<file path="src/rtl/data_sync_hs_if.sv">
// data_sync_hs_if
// Bundles the source/consumer-facing signals of data_sync_hs.
//   master : the environment (source drives unsync_bus/bus_enable, consumer
//            drives sync_ready/clr_overrun, both observe the outputs)
//   slave  : the synchronizer block itself
// Signals:
//   unsync_bus   source data, held stable until ack is observed
//   bus_enable   transfer request (level or toggle)
//   sync_bus     captured word
//   enable_pulse one-cycle pulse per captured transfer
//   sync_valid   captured word awaiting the consumer
//   sync_ready   consumer accepts word when sync_valid & sync_ready
//   ack          synchronized enable level returned to the source
//   overrun      sticky flag: an unaccepted word was overwritten
//   clr_overrun  clears overrun
interface data_sync_hs_if #(
  parameter int unsigned BUS_WIDTH = 8
);
  logic [BUS_WIDTH-1:0] unsync_bus;
  logic                 bus_enable;
  logic [BUS_WIDTH-1:0] sync_bus;
  logic                 enable_pulse;
  logic                 sync_valid;
  logic                 sync_ready;
  logic                 ack;
  logic                 overrun;
  logic                 clr_overrun;

  modport master (
    output unsync_bus, bus_enable, sync_ready, clr_overrun,
    input  sync_bus, enable_pulse, sync_valid, ack, overrun
  );

  modport slave (
    input  unsync_bus, bus_enable, sync_ready, clr_overrun,
    output sync_bus, enable_pulse, sync_valid, ack, overrun
  );
endinterface

</file>
<file path="src/rtl/data_sync_hs.sv">
// data_sync_hs
// Destination-domain synchronizer for a multi-bit bus. bus_enable passes
// through a NUM_STAGES flop chain; a transfer event (rising edge in level
// mode, any change in toggle mode) captures unsync_bus into sync_bus, emits
// a one-cycle enable_pulse and raises sync_valid until the consumer accepts.
// ack returns the synchronized enable level to the source. overrun is set
// when a new event overwrites an unaccepted word.
// Ports:
//   CLK  destination clock
//   RST  asynchronous reset, active-low
//   bus  data_sync_hs_if.slave (see interface for signal list)
module data_sync_hs #(
  parameter int unsigned BUS_WIDTH   = 8,
  parameter int unsigned NUM_STAGES  = 2,
  parameter bit          TOGGLE_MODE = 1'b0
) (
  input  logic              CLK,
  input  logic              RST,
  data_sync_hs_if.slave     bus
);

  generate
    if (NUM_STAGES < 32'd2) begin : g_bad_stages
      $error("data_sync_hs: NUM_STAGES must be >= 2");
    end
  endgenerate

  logic [NUM_STAGES-1:0] sync_chain_r;
  logic                  en_sync_s;
  logic                  en_prev_r;
  logic                  xfer_event_s;

  logic [BUS_WIDTH-1:0]  sync_bus_r;
  logic                  enable_pulse_r;
  logic                  sync_valid_r;
  logic                  overrun_r;

  logic [BUS_WIDTH-1:0]  sync_bus_nxt_s;
  logic                  sync_valid_nxt_s;
  logic                  overrun_nxt_s;

  assign en_sync_s = sync_chain_r[NUM_STAGES-1];

  generate
    if (TOGGLE_MODE) begin : g_toggle
      assign xfer_event_s = en_sync_s ^ en_prev_r;
    end else begin : g_level
      assign xfer_event_s = en_sync_s & ~en_prev_r;
    end
  endgenerate

  // Enable synchronizer chain and previous-level register.
  always_ff @(posedge CLK or negedge RST) begin
    if (!RST) begin
      sync_chain_r <= {NUM_STAGES{1'b0}};
      en_prev_r    <= 1'b0;
    end else begin
      sync_chain_r <= {sync_chain_r[NUM_STAGES-2:0], bus.bus_enable};
      en_prev_r    <= en_sync_s;
    end
  end

  // Next-state for captured data, valid and overrun.
  always_comb begin
    sync_bus_nxt_s   = sync_bus_r;
    sync_valid_nxt_s = sync_valid_r;
    overrun_nxt_s    = overrun_r;

    // unsync_bus is only looked at on an event, so it is qualified by the
    // synchronized enable and never reaches any other flop.
    if (xfer_event_s) begin
      sync_bus_nxt_s   = bus.unsync_bus;
      sync_valid_nxt_s = 1'b1;
    end else if (sync_valid_r && bus.sync_ready) begin
      sync_valid_nxt_s = 1'b0;
    end else begin
      sync_valid_nxt_s = sync_valid_r;
    end

    // Set beats clear when both happen on the same edge.
    if (xfer_event_s && sync_valid_r && !bus.sync_ready) begin
      overrun_nxt_s = 1'b1;
    end else if (bus.clr_overrun) begin
      overrun_nxt_s = 1'b0;
    end else begin
      overrun_nxt_s = overrun_r;
    end
  end

  // Output registers.
  always_ff @(posedge CLK or negedge RST) begin
    if (!RST) begin
      sync_bus_r     <= {BUS_WIDTH{1'b0}};
      enable_pulse_r <= 1'b0;
      sync_valid_r   <= 1'b0;
      overrun_r      <= 1'b0;
    end else begin
      sync_bus_r     <= sync_bus_nxt_s;
      enable_pulse_r <= xfer_event_s;
      sync_valid_r   <= sync_valid_nxt_s;
      overrun_r      <= overrun_nxt_s;
    end
  end

  assign bus.sync_bus     = sync_bus_r;
  assign bus.enable_pulse = enable_pulse_r;
  assign bus.sync_valid   = sync_valid_r;
  assign bus.overrun      = overrun_r;
  assign bus.ack          = en_prev_r;

endmodule

</file>
<file path="src/flat_wrapper.sv">
// flat-port wrapper written by rule: the top's interface ports become plain ports
module data_sync_hs_flat 
#(
  parameter int unsigned BUS_WIDTH   = 8,
  parameter int unsigned NUM_STAGES  = 2,
  parameter bit          TOGGLE_MODE = 1'b0
)
  (CLK, RST, bus_unsync_bus, bus_bus_enable, bus_sync_ready, bus_clr_overrun, bus_sync_bus, bus_enable_pulse, bus_sync_valid, bus_ack, bus_overrun);
  data_sync_hs_if #(.BUS_WIDTH(BUS_WIDTH)) bus_i ();
  input  logic CLK;
  input  logic RST;
  input wire logic [$bits(bus_i.unsync_bus)-1:0] bus_unsync_bus;
  input wire logic [$bits(bus_i.bus_enable)-1:0] bus_bus_enable;
  input wire logic [$bits(bus_i.sync_ready)-1:0] bus_sync_ready;
  input wire logic [$bits(bus_i.clr_overrun)-1:0] bus_clr_overrun;
  output wire logic [$bits(bus_i.sync_bus)-1:0] bus_sync_bus;
  output wire logic [$bits(bus_i.enable_pulse)-1:0] bus_enable_pulse;
  output wire logic [$bits(bus_i.sync_valid)-1:0] bus_sync_valid;
  output wire logic [$bits(bus_i.ack)-1:0] bus_ack;
  output wire logic [$bits(bus_i.overrun)-1:0] bus_overrun;
  assign bus_i.unsync_bus = bus_unsync_bus;
  assign bus_i.bus_enable = bus_bus_enable;
  assign bus_i.sync_ready = bus_sync_ready;
  assign bus_i.clr_overrun = bus_clr_overrun;
  assign bus_sync_bus = bus_i.sync_bus;
  assign bus_enable_pulse = bus_i.enable_pulse;
  assign bus_sync_valid = bus_i.sync_valid;
  assign bus_ack = bus_i.ack;
  assign bus_overrun = bus_i.overrun;
  data_sync_hs #(.BUS_WIDTH(BUS_WIDTH), .NUM_STAGES(NUM_STAGES), .TOGGLE_MODE(TOGGLE_MODE)) u_core (.CLK(CLK), .RST(RST), .bus(bus_i));
endmodule
</file>
<file path="config.mk">
export PLATFORM = sky130hd
export DESIGN_NAME = data_sync_hs_flat
export DESIGN_NICKNAME = d
export VERILOG_FILES = /design/src/rtl/data_sync_hs_if.sv /design/src/rtl/data_sync_hs.sv /design/src/flat_wrapper.sv
export SDC_FILE = /design/constraint.sdc
export NUM_CORES = 1
export LEC_CHECK = 0
export ABC_CLOCK_PERIOD_IN_PS = 2600
export CORE_AREA = 2 2 39 41
export DETAILED_ROUTE_END_ITERATION = 7
export DIE_AREA = 0 0 41 43
export MAX_ROUTING_LAYER = met4
export PLACE_DENSITY = 0.83
export SLEW_MARGIN = 20
export SYNTH_ARGS = -nofsm -noshare
export SYNTH_HDL_FRONTEND = slang
export SYNTH_SLANG_ARGS = --single-unit
</file>
<file path="constraint.sdc">
create_clock -name CLK -period 2.6 [get_ports CLK]
set_input_delay 0.78 -clock CLK [delete_from_list [all_inputs] [get_ports CLK]]
set_output_delay 0.78 -clock CLK [all_outputs]
set_load 0.05 [all_outputs]
</file>
* Word level (Yosys, flattened, before mapping) *
Index checks and enable logic that the tools add are counted.

word-level totals
  input bits = 13
  register bits after elaboration = 14
  memories kept = 0
  latch bits = 0
  output and inout port bits = 12
  word-level logic and storage cells = 18
  memory bits (writable) = 0
  bits in read-only memories = 0

operators by class
  shifts and indexed selects = 0
  magnitude comparators = 0
  add/sub/neg operators = 0
  muxes and demuxes = 4
  multipliers = 0
  reduce and logical (&&, ||, !) cells = 6
  div/mod/pow operators = 0
  bitwise gates (word level) = 2
  eq/ne operators = 0

operators with widths
  cell                number
  1-bit 2-to-1 mux    4
  2-bit nonzero test  2
  1-bit logical AND   3
  1-bit bitwise AND   1
  1-bit zero test     1
  1-bit inverter      1

* Depth between registers and ports, before layout *
  depth in word-level cells = 5
  gate-level depth with buffers = 3
  depth with buffers taken out = 3

* Least setup slack after synthesis *
OpenSTA, ideal clock, no wires.

  path kind = register to output
  start point = register u_core.sync_valid_r, in the netlist u_core.bus.sync_valid
  end point = output port bus_sync_valid
  buffers on the path = 0
  stages on the path, launching flop included = 1
  data arrival time = 0.601 ns
  path slack = 1.219 ns
  required time = 1.820 ns
  path through = dfrtp_1

RTL lines
  item                    line                 RTL
  from (decl)             data_sync_hs.sv:35   logic sync_valid_r;
  from (signal assigned)  data_sync_hs.sv:100  sync_valid_r <= sync_valid_nxt_s;
  to (decl)               flat_wrapper.sv:18   output wire logic [$bits(bus_i.sync_valid)-1:0] bus_sync_valid;

No word-level cell between the ends.

* Worst setup path after layout *
  start point = register u_core.sync_bus_r[7], in the netlist u_core.bus.sync_bus[7]
  end point = output port bus_sync_bus[7]

RTL lines
  item                    line                RTL
  from (decl)             data_sync_hs.sv:33  logic [BUS_WIDTH-1:0] sync_bus_r;
  from (signal assigned)  data_sync_hs.sv:93  sync_bus_r <= {BUS_WIDTH{1'b0}};
  from (signal assigned)  data_sync_hs.sv:98  sync_bus_r <= sync_bus_nxt_s;
  to (decl)               flat_wrapper.sv:16  output wire logic [$bits(bus_i.sync_bus)-1:0] bus_sync_bus;

No word-level cell between the ends.

==> run_results.csv <==
group,metric,value,unit
timing,clock.fmax,452,MHz
timing,fin_crit_sh,0.851,
floorplanning,io_pins,25,
grt,grt_max_degree,15,
final_layout,final_area,796,sq um
floorplanning,die_w,41,um
clock_network,post_cts_resized,0,
placement,placed_area,773,sq um
power,power_density,693,nW/um^2
critical_path,start_kind,"flip-flop",
synth,ys_seq_area_frac,0.683,
critical_path,cpPeakStageDelay,810,ps
synth,synth_nets,41,
timing,maxSlewHeadroom,0.602,
final_layout,synthToLayoutAreaGrowth,55.1,%
timing,hold_violations,0,
clock_network,cts-buffers-inserted,3,
clock_network,htree_levels,1,
final_layout,final_layout_size_suffix_gt1_frac,0.236,
floorplanning,die_area,1760,sq um
placement,port_buffers,24,
synth,synth_top_cell_area_share,0.683,
final_layout,antennaDiodeCount,0,
synth,yosys.area.top_type,"dfrtp_1",
synth,syn_area,513,sq um
status,status,"finished, final reports clean",
placement,place_congestion,0.545,
power,irDropWorstVdd,341,uV
synth,syn_inst,28,
grt,grt_pass1_wl,1.32,mm
power,p_leak,0.000357,uW
power,power.total,552,uW
critical_path,path_cells,"clkdlybuf4s50_1",
min_path,min_path_type,"reg2reg",
routing,vias,321,
clock_network,clockBufferDepth,2,
critical_path,worstPathArrival,1430,ps
timing,setup_viol,0,
clock_network,clock-root-buffer,"clkbuf_4",
critical_path,crit_slowest_cell,"clkdlybuf4s50_1",
clock_network,holdBufCountCts,0,
routing,viasPerCell,4.52,
clock_network,clk_latency,260,ps
routing,drtPass1Iterations,2,
critical_path,cp_max_fo,2,
routing,drc,0,
critical_path,cp_top_family,"buffers and inverters",
clock_network,cts_sinks,14,
timing,drv_slew,0,
routing,drt_iter0_drc,2,
clock_network,clkSlewWorstSetupHoldPaths,70,ps
final_layout,nets,70,
critical_path,crit_buf_inv,1,
clock_network,cts_tree,"yes",
critical_path,crit_required,1820,ps
critical_path,crit_type,"reg2out",
floorplanning,core-area,1380,sq um
grt,antenna_found_initial,0,
placement,dp_hpwl,685,um
routing,wl,897,um
synth,synth_edf_count,0,
timing,worst_pin_slew,595,ps
synth,synth_cell_types,8,
grt,grt_pass1_vias,320,
floorplanning,rows,14,
synth,synthMostInstantiatedCell,"dfrtp_1",
critical_path,end_kind,"primary output",
timing,timing.final.crit_period,2210,ps
clock_network,postCtsSetupBuffers,0,
job,drv_cap,0,
timing,clock_skew,2.03,ps
floorplanning,die_h,43,um
grt,grtUsageTotal,0.126,
synth,yosys-top-cells-area,"dfrtp_1, mux2_4, nand2b_4, inv_6, nand2b_1",
timing,rsz0062_at_grt,"false",
synth,ys_top_cells_by_count,"dfrtp_1, mux2_4",
synth,ys_async_sr_fraction,1.00,
routing,antenna_left,0,
floorplanning,start_util,0.371,
synth,avgSynthCellArea,18.3,sq um
synth,synth_flop_cell,"dfrtp_1",
timing,setup_tns,0,ps
routing,wl_per_cell,12.6,um
synth,synth-seq-cells,14,
synth,synth_warnings,0,
grt,gr-total-overflow,0,
==> power breakdown <==
group	internal (uW)	total, uW	switching, uW
Clock	53.5	111	57.6
Combinational	80.6	187	106
Sequential	241	254	12.5
Total	375	552	176
==> logic make-up (layout without fill, tap and decap cells) <==
| logic type | count (synthesis) | after routing | synth area share |
|---|---|---|---|
| AND/OR/NAND/NOR | 3 | 3 | 0.0463 |
| AO/OA/AOI/OAI | 1 | 1 | 0.0122 |
| buffers and inverters | 2 | 29 | 0.0244 |
| flip-flops | 14 | 14 | 0.683 |
| multiplexers | 8 | 8 | 0.234 |
==> final timing paths <==
check                                  startpoint                endpoint  slack (ps)  depth (start not counted)
max                        u_core.bus.sync_bus[7]         bus_sync_bus[7]         390                          1
min                        u_core.sync_chain_r[0]  u_core.sync_chain_r[1]         360                          0
max reg2reg                        u_core.bus.ack  u_core.bus.sync_bus[1]        1500                          3
min reg2reg                u_core.sync_chain_r[0]  u_core.sync_chain_r[1]         360                          0
max in group asynchronous                     RST  u_core.sync_chain_r[1]        1330                          1
min in group asynchronous                     RST  u_core.bus.sync_bus[6]         890                          1
==> area by class of cell <==
class | count | area [sq um]
Timing Repair Buffer | 24 | 240
Fill cell | 127 | 588
Tap cell | 16 | 20.0
Multi-Input combinational cell | 12 | 150
Clock buffer | 3 | 22.5
Inverter | 2 | 12.5
Sequential cell | 14 | 350
==> per-layer routing <==
| layer | vias up | part of all wire | global-route usage |
|---|---|---|---|
| li1 | 150 | - | - |
| met3 | 2 | 0.064 | 0.0314 |
| met1 | 155 | 0.42 | 0.147 |
| met2 | 14 | 0.50 | 0.166 |
| met5 | - | 0 | - |
| met4 | 0 | 0.016 | 0.120 |
==> through the flow <==
stage	util	hold WS (ps)	instances	setup WS [ps]
floorplan	-	331	28	1220
global placement	0.559	333	68	685
detailed placement	0.559	344	68	674
CTS	0.575	361	71	369
global route	0.575	369	71	332
finish	0.575	362	71	388
==> flip-flops by register name, indices dropped and copies added (netlist names) <==
register,flops
u_core.bus.ack,1
u_core.bus.enable_pulse,1
u_core.bus.overrun,1
u_core.bus.sync_bus,8
u_core.bus.sync_valid,1
u_core.sync_chain_r,2
==> layout by cell type (no fill, tap or decap), drive strengths merged <==
| master | instances |
|---|---|
| nand2b | 2 |
| clkbuf | 3 |
| inv | 2 |
| dfrtp | 14 |
| mux2 | 8 |
| clkdlybuf4s50 | 24 |
| nand2 | 1 |
| o22ai | 1 |
Power figures use the tool's default switching activity.
